**config.mk**
```make
export PLATFORM = sky130hd
export DESIGN_NAME = hex_scan_driver
export DESIGN_NICKNAME = d
export VERILOG_FILES = /design/src/rtl/hex_scan_driver.sv
export SDC_FILE = /design/constraint.sdc
export NUM_CORES = 1
export LEC_CHECK = 0
export CORE_AREA = 2 2 83 85
export CTS_BUF_LIST = sky130_fd_sc_hd__clkbuf_16
export CTS_CLUSTER_DIAMETER = 120
export DETAILED_ROUTE_END_ITERATION = 10
export DIE_AREA = 0 0 85 87
export GPL_ROUTABILITY_DRIVEN = 0
export GPL_TIMING_DRIVEN = 0
export PLACE_DENSITY_LB_ADDON = 0.1
export SLEW_MARGIN = 20
export SYNTH_ARGS = -nofsm -noshare
export SYNTH_HDL_FRONTEND = slang
export SYNTH_SLANG_ARGS = --single-unit
```
**constraint.sdc**
```tcl
create_clock -name clk -period 3.1 [get_ports clk]
set_clock_uncertainty 0.2 [all_clocks]
set_input_delay 0.62 -clock clk [delete_from_list [all_inputs] [get_ports clk]]
set_output_delay 0.62 -clock clk [all_outputs]
set_load 0.05 [all_outputs]
```
**src/rtl/hex_scan_driver.sv**
```systemverilog
// Scan controller for an 8-digit common-anode seven-segment display. It shows a
// 32-bit word one nibble at a time, and new words swap in only at frame boundaries.
module hex_scan_driver #(
  parameter int DIV_MAX = 49999,
  parameter int DIV_W   = 16
) (
  input  logic        clk,
  input  logic        rst,
  input  logic [31:0] value,
  input  logic        load,
  input  logic        freeze,
  input  logic        blank_lz,
  output logic [3:0]  num,
  output logic [7:0]  digit_en,
  output logic        blank,
  output logic        load_ack
);

  logic [DIV_W-1:0] cnt;
  logic [2:0]       idx;
  logic [31:0]      disp_buf, pend;
  logic             pend_v, blz_q;
  logic             tick, fb, xfer;
  logic [7:0]       upz;

  assign tick = (cnt == DIV_W'(DIV_MAX));
  assign fb   = tick && (idx == 3'd7);
  assign xfer = fb && pend_v && !freeze;

  always_ff @(posedge clk) begin
    if (rst) begin
      cnt      <= '0;
      idx      <= '0;
      disp_buf <= '0;
      pend     <= '0;
      pend_v   <= 1'b0;
      load_ack <= 1'b0;
      blz_q    <= 1'b0;
    end else begin
      cnt      <= tick ? '0 : cnt + DIV_W'(1);
      if (tick) idx <= idx + 3'd1;
      load_ack <= xfer;
      blz_q    <= blank_lz;
      if (xfer) disp_buf <= pend;
      // A load in the transfer cycle refills pend, so pend_v must stay set.
      if (load) begin
        pend   <= value;
        pend_v <= 1'b1;
      end else if (xfer) begin
        pend_v <= 1'b0;
      end
    end
  end

  // upz[i]: every nibble from digit i upward is zero.
  assign upz[0] = (disp_buf == '0);
  for (genvar i = 1; i < 8; i++) begin : g_upz
    assign upz[i] = (disp_buf[31:4*i] == '0);
  end

  // Blanking uses a registered copy of blank_lz, so outputs depend only on flops.
  assign num      = disp_buf[{idx, 2'b00} +: 4];
  assign digit_en = ~(8'b1 << idx);
  assign blank    = blz_q && (idx != 3'd0) && upz[idx];

endmodule

```
# Word-level counts from Yosys, hierarchy flattened
# Index checks and enable logic that the tools add are counted.
[word_totals]
elab_cells = 36
output_inout_bits = 14
ff_bits = 86
[op_classes]
add_sub_neg = 2
shift = 2
n_eq_ne = 2
bitwise_logic = 1
n_reduce_logical = 17
n_lt_le_gt_ge = 1
muxes = 4
[op_table]
columns = ["cell", "count"]
rows = [
  ["32-bit logical NOT", 1],
  ["32-bit by 6-bit variable part select with 4-bit output", 1],
  ["28-bit logical NOT", 1],
  ["24-bit logical NOT", 1],
  ["20-bit logical NOT", 1],
  ["16-bit by 1-bit adder with 16-bit output, second input constant", 1],
  ["16-bit == test, second input constant", 1],
  ["16-bit logical NOT", 1],
  ["12-bit logical NOT", 1],
  ["8-bit logical NOT", 1],
  ["8-bit inverter", 1],
  ["1-bit by 3-bit << shifter with 8-bit output, first input constant", 1],
  ["1-bit logical AND", 5],
  ["4-bit logical NOT", 1],
  ["3-bit by 4-bit less-than comparator with 1-bit output, second input constant", 1],
  ["3-bit by 1-bit adder with 3-bit output, second input constant", 1],
  ["1-bit binary-select mux with 3-bit select", 1],
  ["3-bit == test, second input constant", 1],
  ["1-bit two-way mux", 3],
  ["3-bit nonzero test", 1],
  ["2-bit nonzero test", 1],
  ["2-bit OR reduction", 1],
  ["1-bit logical NOT", 1],
]

# Logic depth before layout (Yosys ltp)
[logic_depth]
depth_word = 6
ltp_mapped = 8
ltp_nobuf = 6

# Worst setup path after synthesis
# Ideal clock, no wire load.
[synth_path]
path_kind = "reg2out"
from = "reg idx[0]"
to = "out blank"
stages_incl_launch_ff = 7
required_time_ns = 2.280
setup_slack_ns = 0.303
n_path_buf = 1
arrival_time_ns = 1.977
cell_sequence = "dfxtp_1 buf_2 inv_1 ha_1 nand2_1 and3_1 o21a_1"
[synth_between]
elab_chain_len = 3
word_cells_on_any_way = 5
[synth_rtl]
columns = ["item", "line", "text"]
rows = [
  ["start: declaration", "20", "logic [2:0] idx;"],
  ["start signal: assignment", "41", "if (tick) idx <= idx + 3'd1;"],
  ["1-bit binary-select mux with 3-bit select / 3-bit nonzero test (equally long branches)", "64", "assign blank = blz_q && (idx != 3'd0) && upz[idx];"],
  ["1-bit two-way mux (not written as such) / 1-bit logical AND (equally long branches)", "64", ""],
  ["1-bit logical AND *", "64", ""],
  ["end: declaration", "15", "output logic blank,"],
]
# Every way passes the cells marked *; elsewhere a longest branch is shown, timed or not. The select of a mux whose other input is x is not followed.

# Final worst setup path
[layout_path]
from = "reg idx[0]"
to = "out num[0]"
[layout_between]
elab_chain_len = 1
[layout_rtl]
columns = ["item", "line", "text"]
rows = [
  ["32-bit by 6-bit variable part select with 4-bit output", "62", "assign num = disp_buf[{idx, 2'b00} +: 4];"],
  ["end: declaration", "13", "output logic [3:0] num,"],
]
# No other way between the ends.

==> flow_metrics.env <==
export IMPL_drt_vias_per_instance=5.81
export IMPL_yosysTopAreaCellShare=0.458
export IMPL_avgSynthCellArea_um2=9.08
export IMPL_drc_errors=0
export IMPL_synth_common_cells="dfxtp_1, nor2_1, nand3_1, a21oi_1, o21ai_0"
export IMPL_cts_tree="done"
export IMPL_cap_violations=0
export IMPL_path_buf_inv=2
export IMPL_status="finished, final reports clean"
export IMPL_cpMostUsedCell="nand2_1"
export IMPL_synth_most_common_cell="dfxtp_1"
export IMPL_crit_family="buffers and inverters"
export IMPL_drtAntennaViolNets=0
export IMPL_worstSetupEndpoint="num[0]"
export IMPL_irDropWorstVdd_mv=0.363
export IMPL_wl_um=8630
export IMPL_htreeDepth=3
export IMPL_grt_overflow_total=0
export IMPL_syn_to_final_growth_pct=23.3
export IMPL_numCtsBuffers=9
export IMPL_p_switching_uw=509
export IMPL_nNetsFinal=517
export IMPL_rsz0062_at_grt="false"
export IMPL_power_frac_comb=0.054
export IMPL_synth_area_um2=3760
export IMPL_top_usage_layer="met2"
export IMPL_drtIter0Drc=133
export IMPL_finalPower_mw=2.34
export IMPL_worstReg2RegEnd="disp_buf[25]$_SDFFE_PP0P_"
export IMPL_synth_top_family_by_area="simple AND/OR/NAND/NOR gates"
export IMPL_grt_met2_usage=0.420
export IMPL_grt_pass1_vias=3153
export IMPL_pre_cts_slack_ps=-2.23
export IMPL_intPower_mw=1.83
export IMPL_io_pin_count=51
export IMPL_regToRegSetupSlack_ps=890
export IMPL_cts_root_buffer="clkbuf_16"
export IMPL_power_per_cell_area_nw_per_um2=505
export IMPL_fin_ws_ps=145
export IMPL_cp_end_kind="output pin"
export IMPL_r2r_start="idx[0]$_SDFFE_PP0N_"
export IMPL_worst_skew_pair_late_latency_ps=330
export IMPL_core_um2=6570
export IMPL_met1_usage=0.318
export IMPL_die_h_um=87
export IMPL_yosys_warnings=0
export IMPL_track_usage=0.251
export IMPL_dieArea_um2=7400
export IMPL_antenna_found_initial=0
export IMPL_rows=30
export IMPL_critical_path_max_fanout=10
export IMPL_yosys_top_cells_area="dfxtp_1, mux2i_1, nor2_1"
export IMPL_synth_xor_area_frac=0.0303
export IMPL_synth_seq_cells=86
export IMPL_netlist_cell_type_count=41
export IMPL_critical_path_required_ps=2280
export IMPL_syn_num_nets=458
export IMPL_hpwl_um=6280
export IMPL_synth_edf_count=0
export IMPL_synth_top_area_cell="dfxtp_1"
export IMPL_synthCells=414
export IMPL_worstPathCellList="buf_4 > mux4_2 > nand2_1 > nand2_1 > dlygate4sd2_1"
export IMPL_synthSimpleGateAreaFrac=0.198
export IMPL_max_freq_mhz=338
export IMPL_hold_viol=0
export IMPL_swShare=0.217
export IMPL_clock_power_share=0.454
export IMPL_period_minus_slack_ps=2960
export IMPL_slew_violations=0
export IMPL_muxShareOfSynthArea=0.133
export IMPL_vias=3241
export IMPL_p_leak_nw=1.76
export IMPL_slowest_delay_ps=540
export IMPL_insertedDiodeCount=0
export IMPL_avgRoutedWirePerCell_um=15.5
export IMPL_cp_arrival_ps=2140
export IMPL_dieWidth_um=85
export IMPL_slowest_stage="mux4_2"
export IMPL_crit_start="idx[0]$_SDFFE_PP0N_"
export IMPL_grt_pass1_wl_um=14800
export IMPL_synthAdderAreaFrac=0.0233
export IMPL_reg2reg_depth=7
export IMPL_layout_drive_gt1_share=0.0941
export IMPL_first_pass_iters=4
export IMPL_worstSetupPathType="reg2out"
export IMPL_port_buffers=48
export IMPL_path_depth=5
export IMPL_setup_viol=0
export IMPL_num_fill_cells=542
export IMPL_worst_pin_slew_ps=549
export IMPL_p_seq_frac=0.493
export IMPL_initial_core_util=0.573
export IMPL_async_flop_share=0
export IMPL_cts_hold_buf=0
export IMPL_start_kind="register"
export IMPL_synth_compound_area_frac=0.107
export IMPL_grt_use_met3=0.0427
export IMPL_grt_max_degree=16
export IMPL_min_period_over_period=0.953
export IMPL_ys_seq_area_frac=0.458
export IMPL_cts_sinks=86
export IMPL_cts_buffer_depth=2
export IMPL_synthFlopType="dfxtp_1"
export IMPL_relSlewSlack=0.634
export IMPL_hp_class="reg2reg"
export IMPL_path_clk_slew_ps=60
==> repair_timing <==
action | CTS | global route
setup endpoints to repair | 11 | 6
hold endpoints to repair | 0 | 0
buffers inserted | 0 | 0
gates resized for setup | 13 | 5
==> flip-flops by register name, summed over array words and instances (netlist names) <==
signal and flops:
pend_v 1, cnt 16, idx 3, disp_buf 32, load_ack 1, pend 32, blz_q 1
==> worst reg2reg max path, delay by kind of cell, from the launching register on <==
family          cells  cell delay, ps
flops               1             440
simple gates        3             540
fa+ha+maj           2             410
buf+inv             1             410
compound gates      1             150
==> layer usage <==
| metal | vias up | part of all wire |
|---|---|---|
| met5 | - | 0 |
| met1 | 1535 | 0.45 |
| met4 | 0 | 0.022 |
| met3 | 20 | 0.049 |
| met2 | 112 | 0.48 |
| li1 | 1574 | - |
==> worst min-delay path by stage <==
stage	from	to	cells past startpoint
after detailed placement	cnt[0]$_SDFF_PP0_	cnt[0]$_SDFF_PP0_	1
after global placement	cnt[0]$_SDFF_PP0_	cnt[0]$_SDFF_PP0_	1
final	cnt[0]$_SDFF_PP0_	cnt[0]$_SDFF_PP0_	1
after CTS	cnt[0]$_SDFF_PP0_	cnt[0]$_SDFF_PP0_	1
after floorplan	cnt[0]$_SDFF_PP0_	cnt[0]$_SDFF_PP0_	1
after global routing	cnt[0]$_SDFF_PP0_	cnt[0]$_SDFF_PP0_	1
==> logic make-up after synthesis <==
kind of cell             Yosys count
multiplexers                      40
buffers and inverters             41
AND/OR/NAND/NOR                  150
adder cells (fa/ha/maj)            7
flip-flops                        86
AO/OA/AOI/OAI                     77
XOR/XNOR                          13
==> stage by stage <==
step,utilization,hold WS [ps],cell area (um^2),setup TNS (ps),instances
2_1_floorplan,-,217,3760,0,414
3_3_place_gp,0.661,228,4340,0,542
3_5_place_dp,0.661,239,4340,-2.23,542
4_1_cts,0.705,250,4630,0,558
5_1_grt,0.706,282,4640,0,558
6_report,0.706,243,4640,0,558
==> power by group through the flow <==
stage	registers, mW	logic (mW)	clock network [mW]
floorplan	1.17	0.0674	0
global placement	1.18	0.123	0
detailed placement	1.18	0.126	0
CTS	1.15	0.127	1.07
global route	1.16	0.140	1.12
finish	1.15	0.126	1.06
==> area by class of cell <==
cell class              count  area (um^2)  share of cell area
plain buffers              31          156              0.0337
clock buffers               9          225              0.0486
clock inverters             7         72.6              0.0156
inverters                  10         37.5             0.00809
multi-input cells         287         1860               0.400
flip-flops and latches     86         1720               0.371
well taps                  80          100              0.0216
repair buffers             48          469               0.101
==> cells in the final DEF, fill, tap and decap left out, types with 3 or more instances in the layout <==
| cell | netlist | final |
|---|---|---|
| a21oi_1 | 36 | 36 |
| buf_2 | 5 | 4 |
| buf_4 | 2 | 3 |
| buf_6 | 3 | 3 |
| clkbuf_1 | 20 | 20 |
| clkbuf_16 | 0 | 9 |
| clkdlybuf4s50_1 | 0 | 37 |
| dfxtp_1 | 86 | 86 |
| dlygate4sd2_1 | 0 | 10 |
| ha_1 | 7 | 7 |
| inv_1 | 9 | 9 |
| mux2i_1 | 32 | 32 |
| mux4_2 | 8 | 8 |
| nand2_1 | 27 | 27 |
| nand3_1 | 38 | 38 |
| nor2_1 | 52 | 52 |
| nor3_1 | 5 | 5 |
| nor4_1 | 12 | 11 |
| o21ai_0 | 34 | 34 |
| xnor2_1 | 11 | 11 |
(Power assumes the default switching activity.)
